File: config.mk
export PLATFORM = sky130hd
export DESIGN_NAME = ffd_en_pipe
export DESIGN_NICKNAME = d
export VERILOG_FILES = /design/src/rtl/ffd_en_pipe_pkg.sv /design/src/rtl/ffd_en_vec.sv /design/src/rtl/ffd_en_pipe.sv
export SDC_FILE = /design/constraint.sdc
export NUM_CORES = 1
export LEC_CHECK = 0
export ABC_AREA = 1
export CORE_ASPECT_RATIO = 0.8
export CORE_MARGIN = 10
export CORE_UTILIZATION = 50
export CTS_CLUSTER_DIAMETER = 50
export DETAILED_ROUTE_END_ITERATION = 10
export HOLD_SLACK_MARGIN = 0.12
export PLACE_DENSITY = 0.78
export RECOVER_POWER = 100
export REMOVE_ABC_BUFFERS = 1
export SLEW_MARGIN = 20
export SYNTH_ARGS = -nofsm -noshare
export SYNTH_HDL_FRONTEND = slang
export SYNTH_SLANG_ARGS = --single-unit
export TNS_END_PERCENT = 50
File: constraint.sdc
create_clock -name clk -period 4 [get_ports clk]
set_input_delay 0.8 -clock clk [delete_from_list [all_inputs] [get_ports clk]]
set_output_delay 0.8 -clock clk [all_outputs]
set_load 0.01 [all_outputs]
File: src/rtl/ffd_en_pipe_pkg.sv
// ffd_en_pipe_pkg: shared energy-detection constants and helpers
package ffd_en_pipe_pkg;

    localparam int DEF_WIDTH = 16;

    function automatic int clog2(input int n);
        int r;
        r = 0;
        while ((1 << r) < n) r++;
        return r;
    endfunction

endpackage

File: src/rtl/ffd_en_vec.sv
// ffd_en_vec: one W-bit enabled register stage with sync reset and flush
module ffd_en_vec #(
    parameter int W = 17
) (
    input  logic         clk,
    input  logic         rst,
    input  logic         clr,
    input  logic         en,
    input  logic [W-1:0] d,
    output logic [W-1:0] q
);

    // reset and flush both clear the stage; otherwise load only when enabled
    always_ff @(posedge clk) begin
        if (rst || clr) q <= '0;
        else if (en)    q <= d;
    end

endmodule

File: src/rtl/ffd_en_pipe.sv
// ffd_en_pipe: enabled WIDTH x DEPTH delay line with valid tracking, tap and occupancy
module ffd_en_pipe
    import ffd_en_pipe_pkg::*;
#(
    parameter int WIDTH = DEF_WIDTH,
    parameter int DEPTH = 4,
    localparam int CNT_W = clog2(DEPTH + 1),
    localparam int TAP_W = (DEPTH > 1) ? clog2(DEPTH) : 1
) (
    input  logic             clk,
    input  logic             rst,
    input  logic             clr,
    input  logic             en,
    input  logic [WIDTH-1:0] d,
    input  logic             d_valid,
    input  logic [TAP_W-1:0] tap_sel,
    output logic [WIDTH-1:0] q,
    output logic             q_valid,
    output logic [WIDTH-1:0] tap_q,
    output logic             tap_valid,
    output logic [CNT_W-1:0] fill_cnt,
    output logic             primed
);

    // each stage word is {valid, data}
    logic [WIDTH:0] st [DEPTH];

    for (genvar g = 0; g < DEPTH; g++) begin : g_stage
        logic [WIDTH:0] din;
        if (g == 0) begin : g_head
            assign din = {d_valid, d};
        end else begin : g_body
            assign din = st[g-1];
        end
        ffd_en_vec #(.W(WIDTH + 1)) u_stage (
            .clk (clk),
            .rst (rst),
            .clr (clr),
            .en  (en),
            .d   (din),
            .q   (st[g])
        );
    end

    assign {q_valid, q} = st[DEPTH-1];
    assign primed       = fill_cnt == CNT_W'(DEPTH);

    // occupancy tracks valids entering at the head minus the one leaving the tail
    always_ff @(posedge clk) begin
        if (rst || clr) fill_cnt <= '0;
        else if (en)    fill_cnt <= fill_cnt + CNT_W'(d_valid) - CNT_W'(q_valid);
    end

    // tap mux; an index past the last stage selects nothing and yields zeros
    always_comb begin
        {tap_valid, tap_q} = '0;
        for (int i = 0; i < DEPTH; i++)
            if (DEPTH == 1 || TAP_W'(i) == tap_sel) {tap_valid, tap_q} = st[i];
    end

endmodule

==> reports/results.tsv <==
stage	metric	value	unit
finish	syn_to_final_growth	25.70	%
yosys	syn-mean-instance-area	7.075	sq um
job	drv_cap	1	
floorplan	initial_core_utilization	52.82	%
routing	drt_drc_violations_left	0	
routing	wl_met1	3.354	mm
routing	detail_route.vias_per_cell	5.162	
sta	setup_violations	0	
sta	worst_slew_pin_slew	1.727	ns
cts	cts.reportedPaths.clkPinSlew	0.07	ns
floorplan	die_area	9392	sq um
global_routing	global_route_wire_length_before_repair	13.06	mm
hold_path	holdCritPathClass	flip-flop to flip-flop	
floorplan	io_pins	61	
yosys	ys_ff_latch	71	
routing	dr.first_iter.drc_count	242	
setup_path	timing.critical_path.from	tap_sel[1]	
sta	timing_max_transition_violations_final	35	
cts	cts_root_cell	clkbuf_8	
hold_path	hold_path_depth	2	
cts	cts_tree	built	
setup_path	timing.critical_path.arrival	2.94	ns
setup_path	cp_required	3.20	ns
global_routing	grt_pass1_vias	2787	
sta	rsz0062_at_grt	no	
sta	fmax	267.5	MHz
power_and_ir_drop	p_leak	1.583	nW
yosys	yosys_warnings	0	
routing	ant_nets	0	
setup_path	cp-endpoint	tap_q[15]	
yosys	synth.lib_cells_used.distinct	20	
floorplan	dieHeight	88.71	microns
sta	timing.setup.tns	0	ns
setup_path	crit_path_end_kind	primary output	
routing	route.top_layer_used	met4	
setup_path	worst-r2r-cell-count	10	
cts	numCtsBuffers	9	
setup_path	critPathMaxFanout	17	
finish	leading_cell_type_in_the_layout_fill_and_taps_excluded	nor2_1	
outcome	violated_checks	capacitance limit, slew limit	
routing	detailroute.wirelength.met3	747	microns
cts	numClockSinks	71	
sta	final.min_clock_period	3.739	ns
place	port_buffer_cells	60	
cts	worst_skew_pair.late_latency	0.34	ns
routing	finalWirelength	7.403	mm
yosys	share_of_synthesized_area_occupied_by_flip_flops_and_latches	48.18	%
global_routing	maximum_number_of_pins_on_one_net_before_global_route_repair	71	
cts	cts-root-to-sink-buffers	2	
global_routing	grt-ovfl-total	0	
place	dp_hpwl	4.652	mm
floorplan	floorplan.rows	24	
cts	holdBufCountCts	0	
finish	num-nets-final	492	
routing	vias	2834	
cts	htree_num_levels	3	
finish	final-instance-count-excl-fill	549	
setup_path	reg2reg_from	fill_cnt[0]$_SDFFE_PP0P_	
routing	drt_first_pass_iters	5	
setup_path	critical_path.startpoint_type	input pin	
sta	timing_hold_violations_final	0	
cts	ctsResizeCount	0	
place	gp_routability_congestion	0.8006	
floorplan	design.core.area	5585	sq um
power_and_ir_drop	p_per_area	384.0	nW/um^2
finish	fill_cells	502	
setup_path	r2r_end	fill_cnt[2]$_SDFFE_PP0P_	
finish	post_route_cells_drive_above_1_share	5.308	%
sta	max-slew-margin-rel	-15.57	%
setup_path	worst_reg_to_reg_setup_slack	2.26	ns
floorplan	fp.dieW	105.9	microns
place	place.detailed.instances	533	
routing	wl_per_cell	13.48	microns
finish	most-common-layout-cells	nor2_1, nand2_1, dfxtp_1	
global_routing	track_usage	16.74	%
sta	timing.final.ws_setup	0.2613	ns
finish	antenna_cells	0	
outcome	result_of_the_run	finished, violations left	
routing	met2_length	3.291	mm
setup_path	worstSetupPathType	input pin to primary output	
yosys	synthCells	417	
yosys	synth_area	2950	sq um
place	place_ws	0.4179	ns
sta	fin_skew	0.006453	ns
power_and_ir_drop	ir_drop	0.2796	mV
cts	post_cts_setup_driven_buffer_insertion_count	0	
sta	post-route-period-util	93.47	%
global_routing	antenna_violations_before_repair	0	
[flip-flops by register name (all words and copies together) (netlist names)]
| signal | count |
|---|---|
| fill_cnt | 3 |
| g_stage.u_stage.q | 68 |
[layout make-up]
type / instances / area [sq um] / area share [%]
clock inverter: 3 / 17.52 / 0.4723
clock buffer: 13 / 158.9 / 4.285
timing repair buffer: 64 / 623.1 / 16.80
multi-input combinational: 309 / 1349 / 36.37
tap: 78 / 97.59 / 2.632
sequential: 71 / 1421 / 38.33
inverter: 11 / 41.29 / 1.113
[report_power, final]
part	internal, W	leakage, nW	switching (W)
combinational	0.0000703	0.914	0.0000924
sequential	0.000733	0.579	0.0000194
clock	0.000257	0.0894	0.000252
total	0.00106	1.58	0.000364
[synthesized netlist by cell type]
library cell | number | share of area, %
nor2_1 | 137 | 17
nor3_1 | 1 | 0.17
buf_1 | 1 | 0.13
nand2_1 | 73 | 9.3
inv_2 | 3 | 0.38
buf_2 | 9 | 1.5
buf_4 | 2 | 0.51
buf_6 | 2 | 0.76
inv_1 | 7 | 0.89
clkbuf_1 | 12 | 1.5
ha_1 | 2 | 0.85
fa_1 | 1 | 0.68
o21ai_0 | 70 | 12
clkinv_1 | 1 | 0.13
nand3_1 | 1 | 0.17
nand4_1 | 18 | 3.8
nor2_4 | 3 | 1.1
a21oi_1 | 2 | 0.34
dfxtp_1 | 71 | 48
nor2_2 | 1 | 0.21
[stage by stage]
stage	hold slack (ns)	util [%]	instance area, sq um	power, W
final	0.5036	66.40	3709	0.001424
after global routing	0.5187	66.40	3709	0.001496
after global placement	0.4821	63.42	3542	0.0009326
after floorplan	0.4726	-	2819	0.0008447
after CTS	0.5015	66.58	3719	0.001444
after detailed placement	0.4895	63.42	3542	0.0009360
[routing by layer]
metal | global-route usage [%] | up-vias
li1 | - | 1435
met1 | 19.84 | 1284
met2 | 27.69 | 113
met3 | 7.262 | 2
met4 | 3.926 | 0
met5 | 0 | -
[cells by family after synthesis]
group                    synth area share (%)
AND/OR/NAND/NOR                         32.23
AO/OA/AOI/OAI                           12.21
flip-flops                              48.18
buffers and inverters                   5.852
adder cells (fa/ha/maj)                 1.527
[critical path, stage by stage]
cell           delay, ns
dlygate4sd3_1       0.63
nand2_1             0.10
clkinv_1            0.47
nand2_1             0.20
nand4_1             0.11
dlygate4sd3_1       0.62
[worst min-delay path by stage]
| stage | slack [ns] | from | end |
|---|---|---|---|
| after floorplan | 0.47 | g_stage[2].u_stage.q[16]$_SDFFE_PP0P_ | g_stage[3].u_stage.q[16]$_SDFFE_PP0P_ |
| after global placement | 0.48 | fill_cnt[0]$_SDFFE_PP0P_ | fill_cnt[0]$_SDFFE_PP0P_ |
| after detailed placement | 0.49 | g_stage[1].u_stage.q[16]$_SDFFE_PP0P_ | g_stage[2].u_stage.q[16]$_SDFFE_PP0P_ |
| after CTS | 0.50 | g_stage[2].u_stage.q[9]$_SDFFE_PP0P_ | g_stage[3].u_stage.q[9]$_SDFFE_PP0P_ |
| after global routing | 0.52 | g_stage[0].u_stage.q[3]$_SDFFE_PP0P_ | g_stage[1].u_stage.q[3]$_SDFFE_PP0P_ |
| final | 0.50 | g_stage[2].u_stage.q[9]$_SDFFE_PP0P_ | g_stage[3].u_stage.q[9]$_SDFFE_PP0P_ |
No activity file was read; power rests on OpenSTA's default activity.
